[src/rtl/return_button_tracker_pkg.sv]
// -----------------------------------------------------------------------------
// return_button_tracker_pkg
//   Shared definitions for the on-screen UI buttons: the RETURN button
//   rectangle defaults, the coordinate width, the 3-bit button FSM state
//   encoding and small edge-detect helpers. The game-over pixel generator and
//   the sudoku-screen buttons import the same package so their state decoding
//   agrees with the tracker.
// -----------------------------------------------------------------------------
package return_button_tracker_pkg;

  localparam int DEF_COORD_W = 10;

  // RETURN button rectangle, all edges inclusive
  localparam int DEF_BTN_X0 = 270;
  localparam int DEF_BTN_X1 = 369;
  localparam int DEF_BTN_Y0 = 300;
  localparam int DEF_BTN_Y1 = 339;

  typedef enum logic [2:0] {
    ST_IDLE    = 3'd0,
    ST_HOVER   = 3'd1,
    ST_PRESSED = 3'd2,
    ST_DRAGOUT = 3'd3,
    ST_CLICKED = 3'd4
  } btn_state_t;

  // Rising edge of the registered button level
  function automatic logic btn_press(input logic cur, input logic prev);
    return cur & ~prev;
  endfunction

  // Falling edge of the registered button level
  function automatic logic btn_release(input logic cur, input logic prev);
    return ~cur & prev;
  endfunction

endpackage

[src/rtl/rect_hit.sv]
// -----------------------------------------------------------------------------
// rect_hit
//   Combinational point-in-rectangle test. All four edges are inclusive and
//   the comparisons are unsigned at COORD_W bits. Reused by every on-screen
//   button with its own X0/X1/Y0/Y1.
//
// Ports
//   i_x    in   COORD_W  point column
//   i_y    in   COORD_W  point row
//   o_hit  out  1        1 when (i_x, i_y) lies inside the rectangle
// -----------------------------------------------------------------------------
module rect_hit
  import return_button_tracker_pkg::*;
#(
  parameter int                 COORD_W = DEF_COORD_W,
  parameter logic [COORD_W-1:0] X0      = COORD_W'(DEF_BTN_X0),
  parameter logic [COORD_W-1:0] X1      = COORD_W'(DEF_BTN_X1),
  parameter logic [COORD_W-1:0] Y0      = COORD_W'(DEF_BTN_Y0),
  parameter logic [COORD_W-1:0] Y1      = COORD_W'(DEF_BTN_Y1)
) (
  input  logic [COORD_W-1:0] i_x,
  input  logic [COORD_W-1:0] i_y,
  output logic               o_hit
);

  logic w_in_x;
  logic w_in_y;

  assign w_in_x = (i_x >= X0) && (i_x <= X1);
  assign w_in_y = (i_y >= Y0) && (i_y <= Y1);
  assign o_hit  = w_in_x && w_in_y;

endmodule

[src/rtl/return_button_tracker.sv]
// -----------------------------------------------------------------------------
// return_button_tracker
//   Tracks the mouse against the RETURN button on the game-over screen.
//   Produces frame-synchronous hover/press flags that select the button colour
//   in the pixel generator, and a one-cycle click pulse for the game FSM.
//   A click needs both the press and the release inside the rectangle.
//
// Ports
//   clk                     in   1        system clock
//   rst                     in   1        synchronous, active-high reset
//   mouse_x                 in   COORD_W  pointer column
//   mouse_y                 in   COORD_W  pointer row
//   MOUSE_LEFT              in   1        left button level, 1 = held
//   frame_start             in   1        1-cycle pulse at start of vblank
//   enable                  in   1        1 while the game-over screen is shown
//   mouse_on_return_button  out  1        hover flag, updated only on frame_start
//   return_pressed          out  1        press flag, updated only on frame_start
//   return_click            out  1        1-cycle click pulse
// -----------------------------------------------------------------------------
module return_button_tracker
  import return_button_tracker_pkg::*;
#(
  parameter int                 COORD_W = DEF_COORD_W,
  parameter logic [COORD_W-1:0] BTN_X0  = COORD_W'(DEF_BTN_X0),
  parameter logic [COORD_W-1:0] BTN_X1  = COORD_W'(DEF_BTN_X1),
  parameter logic [COORD_W-1:0] BTN_Y0  = COORD_W'(DEF_BTN_Y0),
  parameter logic [COORD_W-1:0] BTN_Y1  = COORD_W'(DEF_BTN_Y1)
) (
  input  logic               clk,
  input  logic               rst,
  input  logic [COORD_W-1:0] mouse_x,
  input  logic [COORD_W-1:0] mouse_y,
  input  logic               MOUSE_LEFT,
  input  logic               frame_start,
  input  logic               enable,
  output logic               mouse_on_return_button,
  output logic               return_pressed,
  output logic               return_click
);

  logic [COORD_W-1:0] r_x_p0;
  logic [COORD_W-1:0] r_y_p0;
  logic               r_left_p0;
  logic               r_left_p1;

  logic               w_inside;
  logic               w_press;
  logic               w_release;

  btn_state_t         r_state;
  btn_state_t         w_state_nxt;

  logic               w_hover_nxt;
  logic               w_press_nxt;
  logic               w_click;

  logic               r_hover;
  logic               r_pressed;

  // ---- stage p0: input registers ----
  always_ff @(posedge clk) begin
    if (rst) begin
      r_x_p0    <= '0;
      r_y_p0    <= '0;
      r_left_p0 <= 1'b0;
      r_left_p1 <= 1'b0;
    end else begin
      r_x_p0    <= mouse_x;
      r_y_p0    <= mouse_y;
      r_left_p0 <= MOUSE_LEFT;
      r_left_p1 <= r_left_p0;
    end
  end

  rect_hit #(
    .COORD_W (COORD_W),
    .X0      (BTN_X0),
    .X1      (BTN_X1),
    .Y0      (BTN_Y0),
    .Y1      (BTN_Y1)
  ) u_hit (
    .i_x   (r_x_p0),
    .i_y   (r_y_p0),
    .o_hit (w_inside)
  );

  assign w_press   = btn_press(r_left_p0, r_left_p1);
  assign w_release = btn_release(r_left_p0, r_left_p1);

  // ---- stage p1: button FSM ----
  always_ff @(posedge clk) begin
    if (rst) begin
      r_state <= ST_IDLE;
    end else begin
      r_state <= w_state_nxt;
    end
  end

  always_comb begin
    w_state_nxt = r_state;
    if (!enable) begin
      w_state_nxt = ST_IDLE;
    end else begin
      case (r_state)
        // A held button never qualifies here, so a press that started
        // outside cannot turn into a hover until it is released.
        ST_IDLE: begin
          if (w_inside && !r_left_p0) w_state_nxt = ST_HOVER;
        end
        ST_HOVER: begin
          if (!w_inside)             w_state_nxt = ST_IDLE;
          else if (w_press)          w_state_nxt = ST_PRESSED;
        end
        // Release is judged against the same registered position, so a
        // release coinciding with an exit gives no click.
        ST_PRESSED: begin
          if (w_release)             w_state_nxt = w_inside ? ST_CLICKED : ST_IDLE;
          else if (!w_inside)        w_state_nxt = ST_DRAGOUT;
        end
        ST_DRAGOUT: begin
          if (w_release)             w_state_nxt = ST_IDLE;
          else if (w_inside)         w_state_nxt = ST_PRESSED;
        end
        ST_CLICKED: begin
          w_state_nxt = w_inside ? ST_HOVER : ST_IDLE;
        end
        default: begin
          w_state_nxt = ST_IDLE;
        end
      endcase
    end
  end

  always_comb begin
    w_hover_nxt = 1'b0;
    w_press_nxt = 1'b0;
    w_click     = 1'b0;
    if (enable) begin
      w_hover_nxt = (r_state != ST_IDLE) && (r_state != ST_DRAGOUT);
      w_press_nxt = (r_state == ST_PRESSED);
      w_click     = (r_state == ST_CLICKED);
    end
  end

  // ---- stage p2: frame-synchronous display flags ----
  // Colour flags only move during vblank so a button never changes colour
  // part-way down the frame.
  always_ff @(posedge clk) begin
    if (rst) begin
      r_hover   <= 1'b0;
      r_pressed <= 1'b0;
    end else if (frame_start) begin
      r_hover   <= w_hover_nxt;
      r_pressed <= w_press_nxt;
    end
  end

  assign mouse_on_return_button = r_hover;
  assign return_pressed         = r_pressed;
  assign return_click           = w_click;

endmodule

[config.mk]
export PLATFORM = sky130hd
export DESIGN_NAME = return_button_tracker
export DESIGN_NICKNAME = d
export VERILOG_FILES = /design/src/rtl/return_button_tracker_pkg.sv /design/src/rtl/rect_hit.sv /design/src/rtl/return_button_tracker.sv
export SDC_FILE = /design/constraint.sdc
export NUM_CORES = 1
export LEC_CHECK = 0
export ABC_AREA = 0
export CORE_MARGIN = 2
export CORE_UTILIZATION = 40
export CTS_CLUSTER_DIAMETER = 150
export DETAILED_ROUTE_END_ITERATION = 8
export PLACE_DENSITY = 0.81
export SYNTH_ARGS = -nofsm -noshare
export SYNTH_HDL_FRONTEND = slang
export SYNTH_SLANG_ARGS = --single-unit
[constraint.sdc]
create_clock -name clk -period 1.5 [get_ports clk]
set_input_delay 0.3 -clock clk [delete_from_list [all_inputs] [get_ports clk]]
set_output_delay 0.3 -clock clk [all_outputs]
set_load 0.01 [all_outputs]
==> impl_metrics.py <==
metrics = {
    "cts": {
        "htreeDepth": 1,
        "clock_pin_slew_on_the_worst_setup_and_hold_paths_ns": 0.12,
        "insertion_delay_ns": 0.30,
        "tritoncts_num_sinks": 24,
        "post_cts_buffers": 0,
        "post_cts_hold_buffer_count": 0,
        "cts_buffer_depth": 2,
        "cts_tree": "done",
        "cts_repair_resize_count": 5,
        "cts_buffers": 3,
        "ctsRootBufferMaster": "sky130_fd_sc_hd__clkbuf_4",
    },
    "timing": {
        "post-route-period-util_pct": 94.30,
        "finalWorstSetupSlack_ns": 0.08552,
        "tightest_slew_ns": 0.3030,
        "final-hold-violation-count": 0,
        "final-max-slew-violation-count": 0,
        "grt_setup_unrepaired": "false",
        "final.min_clock_period_ns": 1.414,
        "setup-violations-final": 0,
        "max_freq_mhz": 707.0,
        "timing.max_slew.rel_slack_pct": 79.61,
        "finClkSkew_ns": 0.005647,
    },
    "worst_hold_path": {
        "worstHoldEndpoint": "return_pressed",
        "min_from": "return_pressed",
        "holdPathStages": 2,
        "hp-class": "reg -> reg",
    },
    "synth": {
        "synth-warning-count": 0,
        "post_synth_inst_count": 84,
        "synth_top_flop_cell": "sky130_fd_sc_hd__dfxtp_1",
        "asyncSetResetFlopFracSynth_pct": 0,
        "synth_sequential_area_ratio_pct": 53.48,
        "post_synth_edffs": 0,
        "synth-seq-cells": 24,
        "synthesis.area_um2": 898.4,
        "postSynthNetCount": 109,
        "synthesis.area_per_instance_um2": 10.69,
        "ys_types": 28,
    },
    "finish": {
        "drive_above_1_share_pct": 14.16,
        "multi_input_comb_area_um2": 406.6,
        "layout-area-overhead-vs-synth_pct": 35.79,
        "final_util_pct": 56.23,
        "stdcell_area_um2": 1220,
        "layout.filler_cells": 209,
        "finish.net_count": 140,
        "seqCellArea_um2": 481.7,
        "antenna-diode-count": 0,
        "finalNonFillerCells": 141,
    },
    "pwr": {
        "cellPowerDensity_nw_per_um2": 860.9,
        "ir_worst_vdd_mv": 0.5446,
        "power_mw": 1.050,
        "leakagePower_nw": 0.4864,
    },
    "setup_path": {
        "slowest_delay_ns": 0.47,
        "critPathKind": "in -> out",
        "cp-start-kind": "primary input",
        "required_ns": 1.20,
        "worstReg2RegStart": "r_state[1]",
        "worst_r2r_endpoint": "r_state[0]",
        "cpLargestDelayFamily": "buffers and inverters",
        "reg2reg_slack_ns": 0.13,
        "timing.critical_path.depth": 3,
        "critPathBufInv": 2,
        "critPathMaxFanout": 2,
        "reg2reg_depth": 3,
        "critical_path.slowest_cell": "sky130_fd_sc_hd__clkdlybuf4s50_1",
        "path_cells": "clkdlybuf4s50_1, and4bb_2, buf_2",
        "worst_ep_arrival_ns": 1.11,
        "end_kind": "primary output",
    },
    "floorplanning": {
        "row_count": 17,
        "fp.dieH_um": 51.39,
        "die_area_um2": 2641,
        "start_util_pct": 41.41,
        "core_area_um2": 2170,
        "top_level_ports": 28,
        "die_w_um": 51.39,
    },
    "detailed_routing": {
        "vias": 678,
        "drt_pre_antenna_iters": 3,
        "vias_per_instance": 4.809,
        "number_of_nets_still_failing_antenna_checks_after_routing": 0,
        "wire_per_inst_um": 10.62,
        "routed_wirelength_mm": 1.498,
        "remaining_drc_errors": 0,
        "drt_iter0_markers": 3,
    },
    "flow_run": {
        "cap_violations": 0,
    },
    "outcome": {
        "outcome": "complete, no violations",
    },
    "placement": {
        "detailed_place.area_um2": 1196,
        "placer_congestion": 0.7788,
        "detailedPlacementHpwl_mm": 1.200,
        "post-place-cells": 138,
        "place.port_buffers": 24,
        "detailedPlace.worstSlack_ns": -0.3168,
    },
    "grt": {
        "overflow": 0,
        "grt_first_pass_wirelength_mm": 2.670,
        "grt_antenna_before_repair": 0,
        "grt.total_usage_pct": 13.76,
        "largest_net_degree_at_the_start_of_global_routing": 22,
        "grt_pass1_vias": 666,
    },
}
-- flip-flops by register name, indices dropped and copies added (netlist names) --
| signal | flops |
|---|---|
| mouse_on_return_button | 1 |
| r_left_p0 | 1 |
| r_left_p1 | 1 |
| r_state | 3 |
| r_x_p0 | 9 |
| r_y_p0 | 8 |
| return_pressed | 1 |
-- logic make-up (layout without fill, tap and decap cells) --
group                  after synthesis  in the layout  synth area share (%)
AND/OR/NAND/NOR                     42             42                 31.62
buffers and inverters                3             32                 1.253
AO/OA/AOI/OAI                       14             14                 12.67
XOR/XNOR                             1              1                0.9751
flip-flops                          24             24                 53.48
-- per-stage QoR --
| stage | hold WS, ns | setup TNS, ns |
|---|---|---|
| after floorplan | 0.3716 | 0 |
| after global placement | 0.4547 | -0.3024 |
| after detailed placement | 0.4625 | -0.3168 |
| after CTS | 0.4816 | 0 |
| after global routing | 0.5106 | 0 |
| final | 0.4759 | 0 |
-- where the power goes --
group          switching [mW]  internal (mW)  total (mW)
Sequential             0.0115          0.664       0.676
Clock                   0.168         0.0935       0.262
Combinational          0.0339         0.0790       0.113
Total                   0.214          0.837        1.05
-- how the worst max path moves through the flow --
stage / startpoint / end / slack (ns)
after detailed placement: enable / return_click / -0.32
after floorplan: r_state[2] / r_state[0] / 0.27
after global routing: r_state[0] / r_state[0] / 0.05
after global placement: enable / return_click / -0.30
after CTS: mouse_on_return_button / mouse_on_return_button / 0.002
final: enable / return_click / 0.09
-- routing by layer --
| metal | up-vias | wire [µm] | GRT usage, % |
|---|---|---|---|
| li1 | 352 | - | - |
| met1 | 307 | 621 | 13.87 |
| met2 | 17 | 772 | 25.85 |
| met3 | 2 | 93 | 3.509 |
| met4 | 0 | 10 | 6.579 |
| met5 | - | 0 | 0 |
-- tightest hold or removal path: stages, from the launching register on --
cell	delay (ns)
sky130_fd_sc_hd__dfxtp_1	0.33
sky130_fd_sc_hd__nand2b_1	0.06
sky130_fd_sc_hd__a21oi_1	0.05
-- final cells by class --
cell class | instances | area share (%)
inverter | 1 | 0.3077
clock buffer | 3 | 1.846
multi-input combinational | 57 | 33.33
tap | 28 | 2.872
timing repair buffer | 28 | 22.15
sequential | 24 | 39.49
-- cells in the mapped netlist, types with 2 or more instances --
cell type | n | area share [%]
sky130_fd_sc_hd__dfxtp_1 | 24 | 53
sky130_fd_sc_hd__nor2b_1 | 20 | 14
sky130_fd_sc_hd__a21oi_1 | 5 | 2.8
sky130_fd_sc_hd__nand2b_1 | 5 | 3.5
sky130_fd_sc_hd__nand3_1 | 3 | 1.7
sky130_fd_sc_hd__and2b_1 | 2 | 1.7
sky130_fd_sc_hd__clkbuf_1 | 2 | 0.84
sky130_fd_sc_hd__nand2_1 | 2 | 0.84
sky130_fd_sc_hd__nor3_2 | 2 | 2.2
-- layout by cell type, fill, tap and decap left out --
cell type and count:
sky130_fd_sc_hd__dfxtp_1 23, sky130_fd_sc_hd__clkdlybuf4s50_1 21, sky130_fd_sc_hd__nor2b_1 20, sky130_fd_sc_hd__nand2b_1 5, sky130_fd_sc_hd__a21oi_1 5, sky130_fd_sc_hd__buf_4 4, sky130_fd_sc_hd__nand3_1 3, sky130_fd_sc_hd__clkbuf_4 3
sky130_fd_sc_hd__and2b_1 2, sky130_fd_sc_hd__nor3_2 2, sky130_fd_sc_hd__nand2_1 2, sky130_fd_sc_hd__dlymetal6s2s_1 2, sky130_fd_sc_hd__and4bb_2 1, sky130_fd_sc_hd__inv_1 1, sky130_fd_sc_hd__and2b_4 1, sky130_fd_sc_hd__nand4_1 1
sky130_fd_sc_hd__or4_4 1, sky130_fd_sc_hd__or2b_1 1, sky130_fd_sc_hd__o21ai_0 1, sky130_fd_sc_hd__o2bb2ai_1 1, sky130_fd_sc_hd__nor3_1 1, sky130_fd_sc_hd__a2bb2oi_2 1, sky130_fd_sc_hd__nand4bb_1 1, sky130_fd_sc_hd__o2111a_1 1
sky130_fd_sc_hd__a21boi_1 1, sky130_fd_sc_hd__a2111oi_2 1, sky130_fd_sc_hd__a2bb2oi_1 1, sky130_fd_sc_hd__a2111oi_1 1, sky130_fd_sc_hd__nor4_1 1, sky130_fd_sc_hd__xor2_1 1, sky130_fd_sc_hd__o211ai_1 1, sky130_fd_sc_hd__buf_2 1
sky130_fd_sc_hd__dfxtp_2 1
Note: power is estimated with default switching activity, not from simulation.
